==> config.mk <==
export PLATFORM = sky130hd
export DESIGN_NAME = pc_fetch_unit
export DESIGN_NICKNAME = d
export VERILOG_FILES = /design/src/rtl/fetch_pkg.sv /design/src/rtl/fetch_fifo.sv /design/src/rtl/pc_fetch_unit.sv
export SDC_FILE = /design/constraint.sdc
export NUM_CORES = 1
export LEC_CHECK = 0
export BUFFER_PORTS_ARGS = -buffer_cell sky130_fd_sc_hd__buf_2
export CAP_MARGIN = 20
export CORE_ASPECT_RATIO = 1.4
export CORE_MARGIN = 1
export CORE_UTILIZATION = 33
export DETAILED_ROUTE_END_ITERATION = 8
export HOLD_SLACK_MARGIN = 0.1
export SLEW_MARGIN = 20
export SYNTH_ARGS = -nofsm -noshare
export SYNTH_HDL_FRONTEND = slang
export SYNTH_SLANG_ARGS = --single-unit
==> constraint.sdc <==
create_clock -name clock -period 15.57 [get_ports clock]
set_input_delay 3.114 -clock clock [delete_from_list [all_inputs] [get_ports clock]]
set_output_delay 3.114 -clock clock [all_outputs]
set_load 0.02 [all_outputs]
==> src/rtl/fetch_pkg.sv <==
// Shared defaults and the default FIFO entry type for the instruction-fetch front end.
package fetch_pkg;

  localparam int unsigned XLEN_DEF         = 32;
  localparam logic [31:0] RESET_VECTOR_DEF = 32'h0040_0000;
  localparam int unsigned INCR_DEF         = 4;
  localparam int unsigned INST_W           = 32;

  typedef struct packed {
    logic [XLEN_DEF-1:0] pc;
    logic [INST_W-1:0]   inst;
  } fetch_entry_t;

endpackage

==> src/rtl/fetch_fifo.sv <==
// Small synchronous FIFO of fetched {pc, inst} entries; flush wins over push and pop.
module fetch_fifo
  import fetch_pkg::*;
#(
  parameter int unsigned DEPTH = 2,
  parameter type entry_t = fetch_entry_t,
  localparam int unsigned AW = (DEPTH > 1) ? $clog2(DEPTH) : 1,
  localparam int unsigned OW = $clog2(DEPTH + 1)
) (
  input  logic          clk_i,
  input  logic          rst_ni,
  input  logic          flush_i,
  input  logic          push_i,
  input  entry_t        wdata_i,
  input  logic          pop_i,
  output entry_t        rdata_o,
  output logic          valid_o,
  output logic [OW-1:0] occ_o
);

  entry_t        mem_q [DEPTH];
  logic [AW-1:0] wr_ptr_q, wr_ptr_d;
  logic [AW-1:0] rd_ptr_q, rd_ptr_d;
  logic [OW-1:0] occ_q, occ_d;
  logic          pop_s;

  assign valid_o = (occ_q != {OW{1'b0}});
  assign pop_s   = pop_i && valid_o;
  assign rdata_o = mem_q[rd_ptr_q];
  assign occ_o   = occ_q;

  // DEPTH is a power of two, so the pointers wrap naturally.
  always_comb begin
    wr_ptr_d = wr_ptr_q;
    rd_ptr_d = rd_ptr_q;
    occ_d    = occ_q;
    if (flush_i) begin
      wr_ptr_d = {AW{1'b0}};
      rd_ptr_d = {AW{1'b0}};
      occ_d    = {OW{1'b0}};
    end else begin
      if (push_i) wr_ptr_d = wr_ptr_q + AW'(1'b1);
      else        wr_ptr_d = wr_ptr_q;
      if (pop_s)  rd_ptr_d = rd_ptr_q + AW'(1'b1);
      else        rd_ptr_d = rd_ptr_q;
      case ({push_i, pop_s})
        2'b10:   occ_d = occ_q + OW'(1'b1);
        2'b01:   occ_d = occ_q - OW'(1'b1);
        default: occ_d = occ_q;
      endcase
    end
  end

  always_ff @(posedge clk_i or negedge rst_ni) begin
    if (!rst_ni) begin
      wr_ptr_q <= {AW{1'b0}};
      rd_ptr_q <= {AW{1'b0}};
      occ_q    <= {OW{1'b0}};
    end else begin
      wr_ptr_q <= wr_ptr_d;
      rd_ptr_q <= rd_ptr_d;
      occ_q    <= occ_d;
    end
  end

  always_ff @(posedge clk_i) begin
    if (push_i && !flush_i) mem_q[wr_ptr_q] <= wdata_i;
  end

endmodule

==> src/rtl/pc_fetch_unit.sv <==
// Instruction-fetch front end: PC, one-cycle ROM fetch, redirect handling, fetch FIFO.
// Define FETCH_ALIGN_CHECK_EN to flag misaligned redirects and halt fetch until reset.
module pc_fetch_unit
  import fetch_pkg::*;
#(
  parameter int unsigned     XLEN         = XLEN_DEF,
  parameter logic [XLEN-1:0] RESET_VECTOR = XLEN'(RESET_VECTOR_DEF),
  parameter int unsigned     INCR         = INCR_DEF,
  parameter int unsigned     DEPTH        = 2
) (
  input  logic              clock,
  input  logic              reset,
  output logic [XLEN-1:0]   imem_addr,
  output logic              imem_rden,
  input  logic [31:0]       imem_data,
  input  logic              redirect_valid,
  input  logic [XLEN-1:0]   redirect_pc,
  output logic              out_valid,
  input  logic              out_ready,
  output logic [XLEN-1:0]   out_pc,
  output logic [31:0]       out_inst,
  output logic              align_err
);

  localparam int unsigned     OW       = $clog2(DEPTH + 1);
  localparam logic [OW:0]     DEPTH_W  = (OW + 1)'(DEPTH);
  localparam logic [XLEN-1:0] LOW_MASK = XLEN'(INCR - 1);

  typedef struct packed {
    logic [XLEN-1:0] pc;
    logic [31:0]     inst;
  } entry_t;

  logic [XLEN-1:0] pc_q, pc_d;
  logic [XLEN-1:0] inflight_pc_q, inflight_pc_d;
  logic            inflight_q, inflight_d;
  logic            inflight_epoch_q, inflight_epoch_d;
  logic            epoch_q, epoch_d;

  logic [OW-1:0]   occ_s;
  logic [OW:0]     fill_s;
  logic            pop_s, push_s, issue_s, halted_s;
  logic [XLEN-1:0] target_pc_s;
  entry_t          push_entry_s, head_s;

  // Outstanding fetches count against capacity so a response always has a slot.
  assign fill_s      = {1'b0, occ_s} + {{OW{1'b0}}, inflight_q};
  assign pop_s       = out_valid && out_ready;
  assign issue_s     = reset && !redirect_valid && !halted_s && ((fill_s < DEPTH_W) || pop_s);
  assign push_s      = inflight_q && (inflight_epoch_q == epoch_q) && !redirect_valid;
  assign target_pc_s = redirect_pc & ~LOW_MASK;

  assign push_entry_s.pc   = inflight_pc_q;
  assign push_entry_s.inst = imem_data;

  assign imem_addr = pc_q;
  assign imem_rden = issue_s;
  assign out_pc    = out_valid ? head_s.pc   : {XLEN{1'b0}};
  assign out_inst  = out_valid ? head_s.inst : 32'h0000_0000;

  always_comb begin
    pc_d             = pc_q;
    inflight_d       = issue_s;
    inflight_pc_d    = inflight_pc_q;
    inflight_epoch_d = inflight_epoch_q;
    epoch_d          = epoch_q;
    if (redirect_valid) begin
      pc_d    = target_pc_s;
      epoch_d = ~epoch_q;
    end else if (issue_s) begin
      pc_d             = pc_q + XLEN'(INCR);
      inflight_pc_d    = pc_q;
      inflight_epoch_d = epoch_q;
    end else begin
      pc_d = pc_q;
    end
  end

  always_ff @(posedge clock or negedge reset) begin
    if (!reset) begin
      pc_q             <= RESET_VECTOR;
      inflight_q       <= 1'b0;
      inflight_pc_q    <= {XLEN{1'b0}};
      inflight_epoch_q <= 1'b0;
      epoch_q          <= 1'b0;
    end else begin
      pc_q             <= pc_d;
      inflight_q       <= inflight_d;
      inflight_pc_q    <= inflight_pc_d;
      inflight_epoch_q <= inflight_epoch_d;
      epoch_q          <= epoch_d;
    end
  end

`ifdef FETCH_ALIGN_CHECK_EN
  logic align_err_q, align_err_d;
  logic misaligned_s;

  assign misaligned_s = |(redirect_pc & LOW_MASK);

  // Sticky: once a misaligned redirect is seen, fetch stays halted until reset.
  always_comb begin
    align_err_d = align_err_q;
    if (redirect_valid && misaligned_s) align_err_d = 1'b1;
    else                                align_err_d = align_err_q;
  end

  always_ff @(posedge clock or negedge reset) begin
    if (!reset) align_err_q <= 1'b0;
    else        align_err_q <= align_err_d;
  end

  assign halted_s  = align_err_q;
  assign align_err = align_err_q;
`else
  assign halted_s  = 1'b0;
  assign align_err = 1'b0;
`endif

  fetch_fifo #(
    .DEPTH   (DEPTH),
    .entry_t (entry_t)
  ) u_fifo (
    .clk_i   (clock),
    .rst_ni  (reset),
    .flush_i (redirect_valid),
    .push_i  (push_s),
    .wdata_i (push_entry_s),
    .pop_i   (pop_s),
    .rdata_o (head_s),
    .valid_o (out_valid),
    .occ_o   (occ_s)
  );

endmodule

## Yosys cells after proc, flatten, opt, wreduce, memory -nomap -nowiden

Memory sizes are Yosys's and may differ from the RTL's.
Cells that the tools add are included.

| word-level totals | value |
|---|---|
| flip-flop bits (word level) | 71 |
| RAM bits | 128 |
| bits of input ports | 68 |
| output and inout bits | 99 |
| logic and storage cells | 48 |
| memories | 1 |

| operators by class | value |
|---|---|
| add/sub/neg operators | 6 |
| order comparisons | 1 |
| eq/ne operators | 3 |
| multiplexer cells | 12 |
| bitwise operators | 2 |
| reduce and logical (&&, ||, !) cells | 15 |

Memory list:

| name | depth | width | rd ports | clocked after Yosys merged registers in | write ports | RTL line | RTL |
|---|---|---|---|---|---|---|---|
| u_fifo.mem_q | 2 | 64 | 1 | 0 | 1 | fetch_fifo.sv:21 | `entry_t mem_q [DEPTH];` |

Operator list:

| kind | number |
|---|---|
| 32-bit two-way mux | 4 |
| 32-bit by 3-bit adder with 32-bit output, second input constant | 1 |
| 2-bit nonzero test | 4 |
| 1-bit logical AND | 7 |
| 1-bit two-way mux | 6 |
| 2-bit one-hot mux with 2 select lines | 1 |
| 2-bit by 1-bit adder with 3-bit output | 1 |
| 3-bit by 2-bit < comparator with 1-bit output, second input constant | 1 |
| 3-bit nonzero test | 1 |
| 1-bit adder, second input constant | 2 |
| 2-bit by 1-bit adder with 2-bit output, second input constant | 1 |
| 2-bit by 1-bit == test with 1-bit output, second input constant | 1 |
| 2-bit == test, second input constant | 1 |
| 2-bit two-way mux | 1 |
| 1-bit inverter | 2 |
| 2-bit AND reduction | 1 |
| 2-bit by 1-bit subtractor with 2-bit output, second input constant | 1 |
| 1-bit == test | 1 |
| 1-bit logical NOT | 1 |
| 1-bit logical OR | 1 |

## Longest topological paths before layout

Gate-level depths: netlist of run 1.

| depth | value |
|---|---|
| word-level depth | 6 |
| gate-level depth with buffers | 6 |
| mapped depth without buffers | 5 |

## By module

A second synthesis of run 1 with hierarchy kept.

| second synthesis, totals | value |
|---|---|
| cell total of the unflattened synthesis | 591 |
| area total of the unflattened synthesis | 8619.5 µm² |

Modules (own cells, without submodules):

| module | times used | cells each | area each (µm²) | seq. area each (µm²) |
|---|---|---|---|---|
| fetch_fifo | 1 | 223 | 5042.3 | 3943.8 |
| pc_fetch_unit | 1 | 368 | 3577.2 | 1577.8 |

## Worst setup path after synthesis of run 1

Ideal clock, no wire load.

| timing | value |
|---|---|
| path kind | input-to-reg |
| start point | input port redirect_valid |
| end point | memory u_fifo.mem_q[1][0] (netlist name), enable pin |
| setup time | 0.571 ns |
| data arrival time | 8.296 ns |
| required time | 14.999 ns |
| slack | 6.703 ns |
| stages | 4 |
| buffers on the path | 3 |
| cell sequence | clkbuf_1 > clkbuf_1 > buf_1 > nor3b_1 |

| on the way | value |
|---|---|
| cells in the longest elaborated chain, start to end | 5 |

Ends and longest elaborated chain:

| element | RTL line | RTL |
|---|---|---|
| from (decl) | pc_fetch_unit.sv:16 | `input logic redirect_valid,` |
| 1-bit logical NOT * | fetch_fifo.sv:67, pc_fetch_unit.sv:50 |  |
| 1-bit logical AND | pc_fetch_unit.sv:50 | `assign push_s = inflight_q && (inflight_epoch_q == epoch_q) && !redirect_valid;` |
| 1-bit logical AND * | fetch_fifo.sv:67 | `if (push_i && !flush_i) mem_q[wr_ptr_q] <= wdata_i;` |
| 1-bit two-way mux * | fetch_fifo.sv:67 |  |
| 1-bit two-way mux (not written as such) * | fetch_fifo.sv:67 |  |
| to (decl) | fetch_fifo.sv:21 |  |

Mark *: on every way between the ends. The rest lies on a longest branch, timed or not.

## Worst setup path in the final report of run 1

| timing | value |
|---|---|
| start point | input port reset |
| end point | output port imem_rden |

| on the way | value |
|---|---|
| cells in the longest elaborated chain, start to end | 2 |

Ends and longest elaborated chain:

| element | RTL line | RTL |
|---|---|---|
| from (decl) | pc_fetch_unit.sv:12 | `input logic reset,` |
| 1-bit logical AND (2 in a row) | pc_fetch_unit.sv:49 | `assign issue_s = reset && !redirect_valid && !halted_s && ((fill_s < DEPTH_W) \|\| pop_s);` |
| to (decl) | pc_fetch_unit.sv:14 | `output logic imem_rden,` |

Every way passes these cells.

==> results of run 1 <==
## worst max path at each step
| stage | to | depth (start not counted) |
|---|---|---|
| 6_report | imem_rden | 5 |
| 5_1_grt | imem_rden | 5 |
| 4_1_cts | imem_rden | 5 |
| 3_5_place_dp | imem_rden | 5 |
| 3_3_place_gp | imem_rden | 5 |
| 2_1_floorplan | u_fifo.mem_q[1][0]$_DFFE_PP_ | 4 |
## registers in the layout, summed over array words and instances (netlist names)
name / cells
epoch_q: 1
u_fifo.mem_q: 124
u_fifo.rd_ptr_q: 1
imem_addr: 30
inflight_q: 1
u_fifo.wr_ptr_q: 1
u_fifo.occ_o: 2
inflight_pc_q: 30
inflight_epoch_q: 1
## cell families after synthesis
logic type      count (synthesis)  synth area share
fa+ha+maj                       1           0.00156
flops                         191             0.674
xor+xnor                       10            0.0109
compound gates                 67            0.0553
other cells                     1          0.000468
mux                            94             0.122
buf+inv                        45            0.0242
simple gates                  181             0.111
## worst max-delay path, delay by kind of cell
family | cells | cell delay (ns)
buffers and inverters | 3 | 1.10
AND/OR/NAND/NOR | 1 | 0.69
AO/OA/AOI/OAI | 1 | 0.36
## report_power, final
| group | total, W | internal, W | switching [W] | leakage, nW |
|---|---|---|---|---|
| sequential | 0.000645 | 0.000603 | 0.0000420 | 1.89 |
| combinational | 0.000204 | 0.0000771 | 0.000127 | 1.48 |
| clock | 0.000448 | 0.000268 | 0.000180 | 0.308 |
| total | 0.00130 | 0.000948 | 0.000348 | 3.68 |
## per-stage QoR
stage,cell area (um^2),cells
finish,9750,1065
floorplan,8030,594
global placement,9120,1033
global route,9750,1065
CTS,9750,1065
detailed placement,9120,1033
## layout by cell type (no fill, tap or decap), types with 2 or more instances in the layout
master       n
a21oi_1      2
a22oi_1      4
a31oi_1     18
and3_1       2
and4_1       2
buf_2      158
buf_4        8
clkbuf_1     3
clkbuf_16   21
clkbuf_8     2
clkinv_4     2
conb_1       5
dfrtp_1     65
edfxtp_1   124
inv_1        7
mux2_2      30
mux2i_1     63
nand2_1     18
nand3_1     14
nand4_1     14
nor2_1      85
nor2b_1      8
nor3_1       2
nor4_1       3
o2111ai_1    4
o211ai_1     2
o21ai_0     16
o31ai_1     16
or3_1        8
or4_1       13
xnor2_1      2
xor2_1       8
## metal layers
layer,up-vias,GRT usage
met5,-,0
met4,0,0.0538
met3,20,0.0350
met2,160,0.256
met1,2626,0.183
li1,2508,-
## final cells by class
| cell class | instances | area [um^2] | share of cell area |
|---|---|---|---|
| sequential | 191 | 5410 | 0.554 |
| multi-input combinational | 358 | 2450 | 0.251 |
| timing repair buffer | 166 | 851 | 0.0872 |
| clock buffer | 26 | 564 | 0.0579 |
| tap | 310 | 388 | 0.0398 |
| clock inverter | 6 | 66.3 | 0.00680 |
| inverter | 8 | 30.0 | 0.00308 |
==> results.json, run 1 <==
{
  "grt.total_usage": 0.150,
  "synth_seq_cells": 191,
  "synth_top_area_cell": "edfxtp_1",
  "wl_met1_mm": 7.61,
  "area.growth.synth_to_final_pct": 21.8,
  "max_freq_ghz": 0.118,
  "coreArea_mm2": 0.0239,
  "slew_headroom": 0.279,
  "via_per_inst": 4.99,
  "syn-cell-area_mm2": 0.00801,
  "wirelength_mm": 18.0,
  "ir_drop_mv": 0.0858,
  "rr_startpoint": "u_fifo.occ_o[1]$_DFFE_PN0P_",
  "cts.clk_slew.worst_paths_ns": 0.06,
  "hold_viol": 0,
  "drv_cap": 0,
  "status": "completed",
  "io_buffers": 159,
  "syn_inst": 590,
  "cp_data_required_time_ns": 12.46,
  "hold_end": "u_fifo.mem_q[0][42]$_DFFE_PP_",
  "fin_skew_ns": 0.00913,
  "async_flop_share": 0.351,
  "cts_root_buf": "clkbuf_16",
  "routed.top_layer": "met4",
  "nets": 811,
  "rsz0062_at_grt": "no",
  "synth-edff-count": 124,
  "hold_depth": 0,
  "rows": 67,
  "cts.sinks": 191,
  "route.detailed.drc": 0,
  "setup_viol_count_final": 0,
  "worst_setup_path_start_kind": "input port",
  "grt_max_degree": 76,
  "fin_setup_tns_ns": 0,
  "place_hpwl_mm": 12.1,
  "worstSetupStartpoint": "reset",
  "hold_class": "reg2reg",
  "yosysSeqAreaShare": 0.674,
  "worstSetupPathType": "in2out",
  "yosysWarnings": 0,
  "slew_viol_final": 0,
  "diodes": 0,
  "synth_area_leaders": "edfxtp_1, dfrtp_1, mux2i_1, mux2_2, nor2_1",
  "synthMostInstantiatedCell": "edfxtp_1",
  "cpPeakStageDelay_ns": 0.69,
  "wl_per_cell_um": 16.9,
  "power_leakage_nw": 3.68,
  "postCtsResizedCells": 0,
  "synth-main-ff-cell": "edfxtp_1",
  "avgSynthCellArea_um2": 13.6,
  "pin_count": 167,
  "worst_pin_slew_ns": 1.07,
  "reg2reg_to": "inflight_pc_q[2]$_DFFE_PN0P_",
  "clk_path_buf_depth": 2,
  "min_period_over_period": 0.543,
  "antenna_left": 0,
  "drt_pass1_iterations": 5,
  "timing.final.ws_setup_ns": 7.11,
  "cts.htree.levels": 4,
  "n_fill_cell": 2286,
  "rrSetupSlack_ns": 13.21,
  "worstSetupEndpointType": "output pin",
  "start_util": 0.335,
  "numCtsBuffers": 17,
  "clk_latency_ns": 0.43,
  "hold_ws_ns": 0.466,
  "gp_congestion": 0.777,
  "grt_pass1_vias": 5135,
  "cp_slowest_cell": "nand2b_2",
  "num_vias": 5314,
  "die_area_mm2": 0.0249,
  "grt-ovfl-total": 0,
  "rr_worst_depth": 4,
  "post_cts_buffers": 0,
  "wl_met2_mm": 9.34,
  "synth_commonest_cells": "edfxtp_1, nor2_1, dfrtp_1, mux2i_1, mux2_2",
  "die_x_um": 134,
  "fin_util": 0.408,
  "ys_types": 48,
  "min_period_ns": 8.46,
  "power_w": 0.00130,
  "hold_buffers": 0,
  "crit_fanout": 75,
  "powerDensity_mw_per_mm2": 133,
  "drive_gt1_frac": 0.314,
  "drt_iter0_markers": 225,
  "synth_top_area_share": 0.465,
  "crit_chain": "buf_4 > o21ai_1 > nand2b_2 > inv_1 > buf_2",
  "die_y_um": 186,
  "grt_pass1_wl_mm": 28.1,
  "critPathArrivalTime_ns": 5.35,
  "hold_path_startpoint": "inflight_pc_q[10]$_DFFE_PN0P_",
  "dr_wl_met3_um": 818,
  "antenna_found_initial": 0,
  "post-place-ws_ns": 7.00,
  "tritoncts": "built"
}
Note: power is estimated with default switching activity, not from simulation.
==> run 2: changes to the inputs <==
==> constraint.sdc (replaced) <==
create_clock -name clock -period 6.94 [get_ports clock]
set_input_delay 1.388 -clock clock [delete_from_list [all_inputs] [get_ports clock]]
set_output_delay 1.388 -clock clock [all_outputs]
set_load 0.02 [all_outputs]
==> results.json, run 2 (synthesis gave the netlist of run 1 again) <==
{
  "dp.cells": 1035,
  "cp_slowest_cell": "buf_2",
  "final_common_cell": "buf_2",
  "worstSetupEndpointType": "output pin",
  "die_area_mm2": 0.0249,
  "slew_viol_final": 0,
  "largest_register_ffs": 124,
  "seqPwrFrac": 0.501,
  "drv_cap": 0,
  "grt-ovfl-total": 0,
  "via_per_inst": 5.02,
  "place_hpwl_mm": 12.3,
  "hold_buffers": 0,
  "cp_data_required_time_ns": 5.55,
  "cp_top_family": "buffers and inverters",
  "rr_startpoint": "imem_addr[8]$_DFFE_PN0P_",
  "seq_area_mm2": 0.00541,
  "fin_skew_ns": 0.0120,
  "p_int_w": 0.00204,
  "switching_power_w": 0.000843,
  "numCtsBuffers": 17,
  "hold_path_startpoint": "inflight_pc_q[10]$_DFFE_PN0P_",
  "reg2reg_to": "imem_addr[24]$_DFFE_PN0P_",
  "placed_cell_area_mm2": 0.00915,
  "drt_pass1_iterations": 4,
  "postCtsResizedCells": 0,
  "wl_per_cell_um": 17.3,
  "worstSetupPathType": "in2out",
  "rows": 67,
  "grt_max_degree": 75,
  "hold_end": "u_fifo.mem_q[1][42]$_DFFE_PP_",
  "clk_path_buf_depth": 2,
  "n_fill_cell": 2295,
  "mostFrequentLayoutCells": "buf_2, edfxtp_1, nor2_1, dfrtp_1, mux2i_1",
  "power_frac_clock": 0.338,
  "fin_cells": 1067,
  "crit_chain": "buf_2 > inv_2 > nand2b_2 > inv_1 > buf_2",
  "pin_count": 167,
  "gp_congestion": 0.805,
  "die_x_um": 134,
  "grt_pass1_vias": 5140,
  "critPathBufInv": 4,
  "diodes": 0,
  "min_period_over_period": 0.608,
  "route.detailed.drc": 0,
  "rsz0062_at_grt": "no",
  "grt.total_usage": 0.154,
  "grt_pass1_wl_mm": 29.1,
  "hold_class": "reg2reg",
  "status": "completed",
  "cts.clk_slew.worst_paths_ns": 0.07,
  "hold_viol": 0,
  "slew_headroom": 0.350,
  "wirelength_mm": 18.5,
  "tritoncts": "built",
  "ir_drop_mv": 0.167,
  "antenna_found_initial": 0,
  "timing.final.ws_setup_ns": 2.72,
  "setup_viol_count_final": 0,
  "worst_pin_slew_ns": 0.975,
  "cpPeakStageDelay_ns": 0.54,
  "nets": 813,
  "clk_latency_ns": 0.43,
  "start_util": 0.335,
  "power_frac_comb": 0.160,
  "coreArea_mm2": 0.0239,
  "cts.sinks": 191,
  "fin_util": 0.408,
  "fin_setup_tns_ns": 0,
  "num_vias": 5360,
  "power_leakage_nw": 3.67,
  "drt_iter0_markers": 262,
  "powerDensity_mw_per_mm2": 296,
  "crit_fanout": 38,
  "area.growth.synth_to_final_pct": 21.7,
  "final_area_mm2": 0.00975,
  "post-place-ws_ns": 2.72,
  "drive_gt1_frac": 0.321,
  "rrSetupSlack_ns": 4.66,
  "max_freq_ghz": 0.237,
  "rr_worst_depth": 4,
  "hold_depth": 0,
  "critPathArrivalTime_ns": 2.83,
  "top_register": "u_fifo.mem_q",
  "critical_path.most_common_cell": "buf_2",
  "io_buffers": 159,
  "cts_root_buf": "clkbuf_16",
  "die_y_um": 186,
  "worst_setup_path_start_kind": "input port",
  "cp_num_cells": 5,
  "p_sw_frac": 0.292,
  "cts.htree.levels": 4,
  "post_cts_buffers": 0,
  "multi_input_area_mm2": 0.00246,
  "antenna_left": 0,
  "min_period_ns": 4.22
}
-- run 2: cell types whose count changed in the layout (fill, tap and decap cells not counted), moves of 2 or more --
cell       previous run  this run
inv_8                 0         5
inv_6                 0         4
clkbuf_1              3         0
buf_4                 8        10
clkbuf_16            21        17
clkbuf_8              2         0
-- run 2: final cells by class --
type / instances / share of cell area
clock buffer: 17 / 0.0436
clock inverter: 15 / 0.0175
inverter: 8 / 0.00308
multi-input combinational: 358 / 0.253
sequential: 191 / 0.555
tap: 310 / 0.0398
timing repair buffer: 168 / 0.0888
-- run 2: layer usage --
layer  routed length (um)  vias to the layer above  part of all wire  GRT usage
li1                     -                     2517                 -          -
met1                 7430                     2659              0.40      0.186
met2                 9870                      171              0.53      0.270
met3                  896                       13             0.049     0.0348
met4                  274                        0             0.015     0.0511
met5                    0                        -                 0          0
-- run 2: worst max path at each step --
stage,from,to
4_1_cts,redirect_valid,imem_rden
5_1_grt,redirect_valid,imem_rden
2_1_floorplan,redirect_valid,u_fifo.mem_q[0][0]$_DFFE_PP_
6_report,redirect_valid,imem_rden
3_5_place_dp,redirect_valid,imem_rden
3_3_place_gp,redirect_valid,imem_rden
-- run 2: per-stage QoR --
| stage | power, W | hold WS, ns |
|---|---|---|
| final | 0.00288 | 0.466 |
| after global routing | 0.00303 | 0.485 |
| after CTS | 0.00293 | 0.468 |
| after detailed placement | 0.00195 | 0.450 |
| after global placement | 0.00193 | 0.444 |
| after floorplan | 0.00176 | 0.437 |
-- run 2: power by group through the flow --
stage	clock [W]	sequential, W	combinational [W]
after CTS	0.00100	0.00145	0.000475
after floorplan	0	0.00146	0.000302
after global placement	0	0.00147	0.000467
final	0.000976	0.00145	0.000463
after detailed placement	0	0.00147	0.000474
after global routing	0.00106	0.00146	0.000506
